## src/rtl/snoop_pkg.sv

```systemverilog
// Snoop channel types shared by the snoop arbiter and its route FIFOs.
//   acprot_t  - AC protection attributes (3 bits)
//   acsnoop_t - AC snoop transaction type (4 bits)
//   crresp_t  - CR snoop response (5 bits); bit 0 is DataTransfer
//   cr_has_data() - true when a CR response announces a following CD burst
package snoop_pkg;

    typedef logic [2:0] acprot_t;
    typedef logic [3:0] acsnoop_t;
    typedef logic [4:0] crresp_t;

    localparam int CR_DATA_TRANSFER_BIT = 0;

    function automatic logic cr_has_data(crresp_t resp);
        return resp[CR_DATA_TRANSFER_BIT];
    endfunction

endpackage

```

## src/rtl/snoop_arb_id_fifo.sv

```systemverilog
// Flop-based FIFO of initiator indices used to route in-order snoop
// responses back to the initiator that issued the snoop.
//   clk_i, rst_ni  - clock, asynchronous active-low reset (empties FIFO)
//   push_i, data_i - write an index; ignored while full
//   pop_i          - drop the head entry; ignored while empty
//   full_o, empty_o, head_o - status and oldest stored index
module snoop_arb_id_fifo
    import snoop_pkg::*;
#(
    parameter int Depth = 4,
    parameter int IdxW  = 1
) (
    input  logic            clk_i,
    input  logic            rst_ni,
    input  logic            push_i,
    input  logic [IdxW-1:0] data_i,
    input  logic            pop_i,
    output logic            full_o,
    output logic            empty_o,
    output logic [IdxW-1:0] head_o
);

    localparam int PtrW = $clog2(Depth);
    localparam logic [PtrW:0] PtrOne = 1;

    // One extra pointer bit distinguishes full from empty when the
    // address bits are equal.
    logic [PtrW:0]   wr_ptr_q, rd_ptr_q;
    logic [IdxW-1:0] mem_q [Depth];
    logic            push_en, pop_en;

    assign full_o  = (wr_ptr_q[PtrW] != rd_ptr_q[PtrW]) &&
                     (wr_ptr_q[PtrW-1:0] == rd_ptr_q[PtrW-1:0]);
    assign empty_o = (wr_ptr_q == rd_ptr_q);
    assign head_o  = mem_q[rd_ptr_q[PtrW-1:0]];

    // A full FIFO refuses the push even if a pop happens the same cycle.
    assign push_en = push_i & ~full_o;
    assign pop_en  = pop_i & ~empty_o;

    always_ff @(posedge clk_i or negedge rst_ni) begin
        if (!rst_ni) begin
            wr_ptr_q <= '0;
            rd_ptr_q <= '0;
            for (int i = 0; i < Depth; i++) mem_q[i] <= '0;
        end else begin
            if (push_en) begin
                mem_q[wr_ptr_q[PtrW-1:0]] <= data_i;
                wr_ptr_q <= wr_ptr_q + PtrOne;
            end
            if (pop_en) rd_ptr_q <= rd_ptr_q + PtrOne;
        end
    end

endmodule

```

## src/rtl/snoop_arbiter.sv

```systemverilog
// Shares one cache snoop port (AC/CR/CD) between NumIn snoop initiators.
// AC requests are round-robin arbitrated onto the cache; CR responses and CD
// bursts come back in order and are steered to the issuing initiator using
// two index FIFOs. All channels are cut-through; only routing state is stored.
//   clk_i, rst_ni            - clock, asynchronous active-low reset
//   in_ac_*                  - per-initiator AC requests (packed NumIn wide)
//   in_cr_*, in_cd_*         - CR/CD back to initiators; payload broadcast,
//                              valid one-hot to the owning initiator
//   out_ac_*, out_cr_*, out_cd_* - single snoop port towards the cache
//   stall_cnt_o              - AC stall cycle counter, present only when
//                              SNOOP_ARB_STALL_CNT_EN is defined
//
// Handshake rule on every channel: a beat transfers in a cycle where valid
// and ready are both high; a raised valid is held with stable payload until
// it transfers, and no valid output depends combinationally on a ready input.
module snoop_arbiter
    import snoop_pkg::*;
#(
    parameter int NumIn     = 2,
    parameter int AddrWidth = 32,
    parameter int DataWidth = 64,
    parameter int MaxTrans  = 4,
    localparam int IdxW     = $clog2(NumIn)
) (
    input  logic                       clk_i,
    input  logic                       rst_ni,
    input  logic [NumIn*AddrWidth-1:0] in_ac_addr_i,
    input  logic [NumIn*3-1:0]         in_ac_prot_i,
    input  logic [NumIn*4-1:0]         in_ac_snoop_i,
    input  logic [NumIn-1:0]           in_ac_valid_i,
    output logic [NumIn-1:0]           in_ac_ready_o,
    output logic [NumIn*5-1:0]         in_cr_resp_o,
    output logic [NumIn-1:0]           in_cr_valid_o,
    input  logic [NumIn-1:0]           in_cr_ready_i,
    output logic [NumIn*DataWidth-1:0] in_cd_data_o,
    output logic [NumIn-1:0]           in_cd_last_o,
    output logic [NumIn-1:0]           in_cd_valid_o,
    input  logic [NumIn-1:0]           in_cd_ready_i,
    output logic [AddrWidth-1:0]       out_ac_addr_o,
    output acprot_t                    out_ac_prot_o,
    output acsnoop_t                   out_ac_snoop_o,
    output logic                       out_ac_valid_o,
    input  logic                       out_ac_ready_i,
    input  crresp_t                    out_cr_resp_i,
    input  logic                       out_cr_valid_i,
    output logic                       out_cr_ready_o,
    input  logic [DataWidth-1:0]       out_cd_data_i,
    input  logic                       out_cd_last_i,
    input  logic                       out_cd_valid_i,
    output logic                       out_cd_ready_o
`ifdef SNOOP_ARB_STALL_CNT_EN
    ,
    output logic [31:0]                stall_cnt_o
`endif
);

    logic [IdxW-1:0] rr_ptr_q, sel_q, rr_sel, sel, rr_next, idx;
    logic            lock_q, found;
    int              j;

    logic            cr_full, cr_empty, cr_push, cr_pop;
    logic [IdxW-1:0] cr_head;
    logic            cd_full, cd_empty, cd_push, cd_pop;
    logic [IdxW-1:0] cd_head;
    logic            need_cd, ac_hs;

    // Round-robin search starting at rr_ptr_q.
    always_comb begin
        rr_sel = rr_ptr_q;
        found  = 1'b0;
        j      = 0;
        idx    = '0;
        for (int i = 0; i < NumIn; i++) begin
            j = int'(rr_ptr_q) + i;
            if (j >= NumIn) j = j - NumIn;
            idx = IdxW'(j);
            if (!found && in_ac_valid_i[idx]) begin
                rr_sel = idx;
                found  = 1'b1;
            end
        end
    end

    // A stalled request keeps its source until it is accepted.
    assign sel     = lock_q ? sel_q : rr_sel;
    assign rr_next = (sel == IdxW'(NumIn - 1)) ? '0 : sel + IdxW'(1);

    assign out_ac_valid_o = (|in_ac_valid_i) & ~cr_full;
    assign out_ac_addr_o  = in_ac_addr_i[sel*AddrWidth +: AddrWidth];
    assign out_ac_prot_o  = in_ac_prot_i[sel*3 +: 3];
    assign out_ac_snoop_o = in_ac_snoop_i[sel*4 +: 4];
    assign ac_hs          = out_ac_valid_o & out_ac_ready_i;

    always_comb begin
        in_ac_ready_o      = '0;
        in_ac_ready_o[sel] = out_ac_ready_i & ~cr_full;
    end

    always_ff @(posedge clk_i or negedge rst_ni) begin
        if (!rst_ni) begin
            rr_ptr_q <= '0;
            sel_q    <= '0;
            lock_q   <= 1'b0;
        end else if (ac_hs) begin
            rr_ptr_q <= rr_next;
            lock_q   <= 1'b0;
        end else if (out_ac_valid_o) begin
            lock_q <= 1'b1;
            sel_q  <= sel;
        end
    end

    // CR routing. A data-carrying response waits until cd_fifo has room
    // so its CD burst can always be routed.
    assign need_cd        = cr_has_data(out_cr_resp_i);
    assign out_cr_ready_o = in_cr_ready_i[cr_head] & ~cr_empty & ~(need_cd & cd_full);
    assign in_cr_resp_o   = {NumIn{out_cr_resp_i}};
    assign cr_push        = ac_hs;
    assign cr_pop         = out_cr_valid_i & out_cr_ready_o;

    always_comb begin
        in_cr_valid_o          = '0;
        in_cr_valid_o[cr_head] = out_cr_valid_i & ~cr_empty;
    end

    // CD routing; the owner entry retires only with the last beat.
    assign out_cd_ready_o = in_cd_ready_i[cd_head] & ~cd_empty;
    assign in_cd_data_o   = {NumIn{out_cd_data_i}};
    assign in_cd_last_o   = {NumIn{out_cd_last_i}};
    assign cd_push        = cr_pop & need_cd;
    assign cd_pop         = out_cd_valid_i & out_cd_ready_o & out_cd_last_i;

    always_comb begin
        in_cd_valid_o          = '0;
        in_cd_valid_o[cd_head] = out_cd_valid_i & ~cd_empty;
    end

    snoop_arb_id_fifo #(.Depth(MaxTrans), .IdxW(IdxW)) cr_fifo (
        .clk_i   (clk_i),
        .rst_ni  (rst_ni),
        .push_i  (cr_push),
        .data_i  (sel),
        .pop_i   (cr_pop),
        .full_o  (cr_full),
        .empty_o (cr_empty),
        .head_o  (cr_head)
    );

    snoop_arb_id_fifo #(.Depth(MaxTrans), .IdxW(IdxW)) cd_fifo (
        .clk_i   (clk_i),
        .rst_ni  (rst_ni),
        .push_i  (cd_push),
        .data_i  (cr_head),
        .pop_i   (cd_pop),
        .full_o  (cd_full),
        .empty_o (cd_empty),
        .head_o  (cd_head)
    );

`ifdef SNOOP_ARB_STALL_CNT_EN
    logic        stall_inc;
    logic [31:0] stall_cnt_q;

    assign stall_inc   = (out_ac_valid_o & ~out_ac_ready_i) | ((|in_ac_valid_i) & cr_full);
    assign stall_cnt_o = stall_cnt_q;

    always_ff @(posedge clk_i or negedge rst_ni) begin
        if (!rst_ni)                                 stall_cnt_q <= '0;
        else if (stall_inc && stall_cnt_q != '1)     stall_cnt_q <= stall_cnt_q + 32'd1;
    end
`else
    // No stall instrumentation in this build.
`endif

endmodule

```

## config.mk

```make
export PLATFORM = sky130hd
export DESIGN_NAME = snoop_arbiter
export DESIGN_NICKNAME = d
export VERILOG_FILES = /design/src/rtl/snoop_pkg.sv /design/src/rtl/snoop_arb_id_fifo.sv /design/src/rtl/snoop_arbiter.sv
export SDC_FILE = /design/constraint.sdc
export NUM_CORES = 1
export LEC_CHECK = 0
export CAP_MARGIN = 5
export CORE_AREA = 2 2 133 135
export CTS_BUF_LIST = sky130_fd_sc_hd__clkbuf_16
export CTS_CLUSTER_SIZE = 30
export DETAILED_ROUTE_END_ITERATION = 10
export DIE_AREA = 0 0 135 137
export GPL_TIMING_DRIVEN = 0
export PLACE_DENSITY_LB_ADDON = 0.12
export SYNTH_ARGS = -nofsm -noshare
export SYNTH_HDL_FRONTEND = slang
export SYNTH_SLANG_ARGS = --single-unit
```

## constraint.sdc

```tcl
create_clock -name clk_i -period 3.61 [get_ports clk_i]
set_clock_uncertainty 0.1 [all_clocks]
set_input_delay 0.722 -clock clk_i [delete_from_list [all_inputs] [get_ports clk_i]]
set_output_delay 0.722 -clock clk_i [all_outputs]
set_load 0.01 [all_outputs]
```

==> results.yml <==
status:
  outcome: "finished, final reports clean"
finish:
  fill_cells: 1780
  syn_to_final_growth_pct: 110
  drive_above_1_share_pct: 37.6
  fin_cells: 815
  fin_nets: 760
  fin_area_um2: 6010
  num_antenna_cells: 0
sta:
  setup_viol: 0
  hold_ws_ns: 0.390
  max_freq_mhz: 283
  slew_violations: 0
  grt_setup_unrepaired: "yes"
  period_minus_slack_ns: 3.53
  fin_setup_tns_ns: 0
  max-slew-margin-rel_pct: 29.0
  setup_slack_ns: 0.0813
  tightest_slew_ns: 1.06
  hold_violations: 0
  period_share_pct: 97.7
routing:
  avgRoutedWirePerCell_um: 15.3
  dr.first_iter.drc_count: 57
  firstDrtPassIters: 4
  detail-route-antenna-nets: 0
  routed_wl_um: 12400
  viasPerCell: 3.60
  vias: 2938
  post-route-drc-count: 0
floorplan:
  die_area_um2: 18500
  ios: 347
  rows: 48
  start_util_pct: 16.7
  die_w_um: 135
  die_h_um: 137
  coreArea_um2: 17100
setup_path:
  setup.worst_path.start: "in_ac_valid_i[0]"
  r2r_setup_slack_ns: 1.40
  cp_max_fo: 4
  crit_type: "input port to output pin"
  required_ns: 2.79
  r2r_start: "cr_fifo.rd_ptr_q[0]"
  critPathArrivalTime_ns: 2.71
  crit_path_end_kind: "output pin"
  worstRegToRegCells: 4
  endpoint: "out_ac_addr_o[31]"
  start_kind: "input port"
  r2r_end: "cd_fifo.mem_q[0]"
logic_synthesis:
  synth-edff-count: 0
  synth_seq_cells: 23
  synth_area_leader_cell: "buf_4"
  ys_seq_area_share_pct: 20.1
  yosysTopAreaCellShare_pct: 36.8
  synth.distinct_cells: 31
  avgSynthCellArea_um2: 9.46
  syn_nets: 471
  yosysWarnings: 0
  synth_cells: 302
  synthTopCellsByArea: "buf_4 (37%), dfrtp_1 (20%), mux2_2 (16%)"
  synth_area_um2: 2860
  yosysMostFrequentCell: "buf_4"
  ys.flop_type: "dfrtp_1"
  synthArstFlopShare_pct: 100
  ys_top_cells_by_count: "buf_4 (140), mux2_2 (41), dfrtp_1 (23)"
grt:
  overflow: 0
  first_global_vias: 2895
  grt_max_degree: 24
  gr-usage-all-layers_pct: 11.7
  antenna_found_initial: 0
  grt_pass1_wl_um: 16800
clock_tree:
  cts_root_buf: "clkbuf_16"
  clk_pin_slew_ns: 0.06
  cts_tree: "built"
  cts_buffers: 3
  holdBufCountCts: 0
  cts_num_sinks: 23
  clockBufferDepth: 2
  insertion_delay_ns: 0.26
  htree_num_levels: 1
place:
  place_inst: 805
  gp_congestion: 0.707
  port_buffers: 278
  post-place-ws_ns: -0.508
  placed_area_um2: 5920
  place_hpwl_um: 11200
power:
  switching_share_pct: 39.7
  p_int_mw: 1.76
  pwr_density_cell_nw_per_um2: 486
  ir_worst_vdd_mv: 0.228
  pwr-share-comb_pct: 73.7
  p_seq_share_pct: 18.0
  p_switching_mw: 1.16
  clkPwrFrac_pct: 8.3
  power.leakage_nw: 2.65
run:
  drv_cap: 0
min_path:
  hold_class: "flip-flop to flip-flop"
## worst max-delay path, cell delays in order
cell             delay (ns)
clkdlybuf4s50_1        0.48
inv_1                  0.04
maj3_1                 0.32
mux2i_1                0.18
buf_4                  0.19
buf_4                  0.14
mux2_2                 0.34
dlygate4sd2_1          0.30
## through the flow
stage               power [mW]  util (%)
floorplan                 1.69         -
global placement          2.68      34.7
detailed placement        2.70      34.7
CTS                       2.96      35.4
global route              3.14      35.2
finish                    2.92      35.2
## power groups by stage
stage | registers [mW] | logic, mW | clock network [mW]
after global routing | 0.547 | 2.33 | 0.261
after floorplan | 0.491 | 1.20 | 0
final | 0.524 | 2.15 | 0.243
after CTS | 0.527 | 2.19 | 0.248
after detailed placement | 0.528 | 2.18 | 0
after global placement | 0.522 | 2.16 | 0
## area by class of cell
type | instances | area, um2 | share of cell area [%]
Buffer | 145 | 1110 | 18.4
Sequential cell | 23 | 576 | 9.58
Tap cell | 225 | 282 | 4.69
Multi-Input combinational cell | 123 | 1170 | 19.4
Clock inverter | 1 | 5.00 | 0.0833
Clock buffer | 3 | 75.1 | 1.25
Timing Repair Buffer | 285 | 2760 | 45.9
Inverter | 10 | 37.5 | 0.625
## state kept, by name, indices dropped and copies added (netlist names)
name and count:
cd_fifo.mem_q 4, cd_fifo.rd_ptr_q 3, cd_fifo.wr_ptr_q 3, cr_fifo.mem_q 4, cr_fifo.rd_ptr_q 3, cr_fifo.wr_ptr_q 3
lock_q 1, rr_ptr_q 1, sel_q 1
## worst min path at each step
| stage | from | endpoint | slack (ns) | cells after the start |
|---|---|---|---|---|
| 2_1_floorplan | rst_ni | cd_fifo.mem_q[0] | 0.33 | 0 |
| 3_3_place_gp | cd_fifo.mem_q[1] | cd_fifo.mem_q[1] | 0.37 | 1 |
| 3_5_place_dp | cd_fifo.mem_q[1] | cd_fifo.mem_q[1] | 0.38 | 1 |
| 4_1_cts | cd_fifo.rd_ptr_q[2] | cd_fifo.rd_ptr_q[2] | 0.39 | 1 |
| 5_1_grt | cd_fifo.rd_ptr_q[2] | cd_fifo.rd_ptr_q[2] | 0.42 | 1 |
| 6_report | cd_fifo.rd_ptr_q[2] | cd_fifo.rd_ptr_q[2] | 0.39 | 1 |
## cells by family (layout without fill, tap and decap cells)
logic type      count (synthesis)  after routing  synth area share [%]
flops                          23             23                  20.1
mux                            52             52                  21.5
xor+xnor                       15             15                  4.60
buf+inv                       156            444                  39.2
fa+ha+maj                      11             11                  4.73
compound gates                 20             20                  5.08
simple gates                   25             25                  4.82
## per-layer routing
metal	wire length [um]	up-vias	part of all wire, %	global-route usage, %
met5	0	-	0	0
met4	77	0	0.62	2.03
met3	810	4	6.5	1.56
met2	7180	139	58	24.0
met1	4380	1355	35	12.8
li1	-	1440	-	-
## what timing repair did
item,in CTS,in global routing
buffers inserted,5,2
endpoints found under the setup margin,41,21
resized for setup,75,16
## placed cells by master (no fill, tap or decap), types with 3 or more instances in the layout
master and count:
clkdlybuf4s50_1 237, buf_4 148, mux2_2 40, dlygate4sd2_1 24, dfrtp_1 23, xnor2_1 11, inv_1 10, ha_1 10
nand2_1 8, a31oi_1 7, clkbuf_2 7, nor2_1 6, buf_2 5, mux2_1 5, a21oi_1 5, xor2_1 4
nand4b_1 4, clkdlybuf4s15_2 4, mux2_4 3, clkbuf_16 3
No activity file was read; power rests on OpenSTA's default activity.
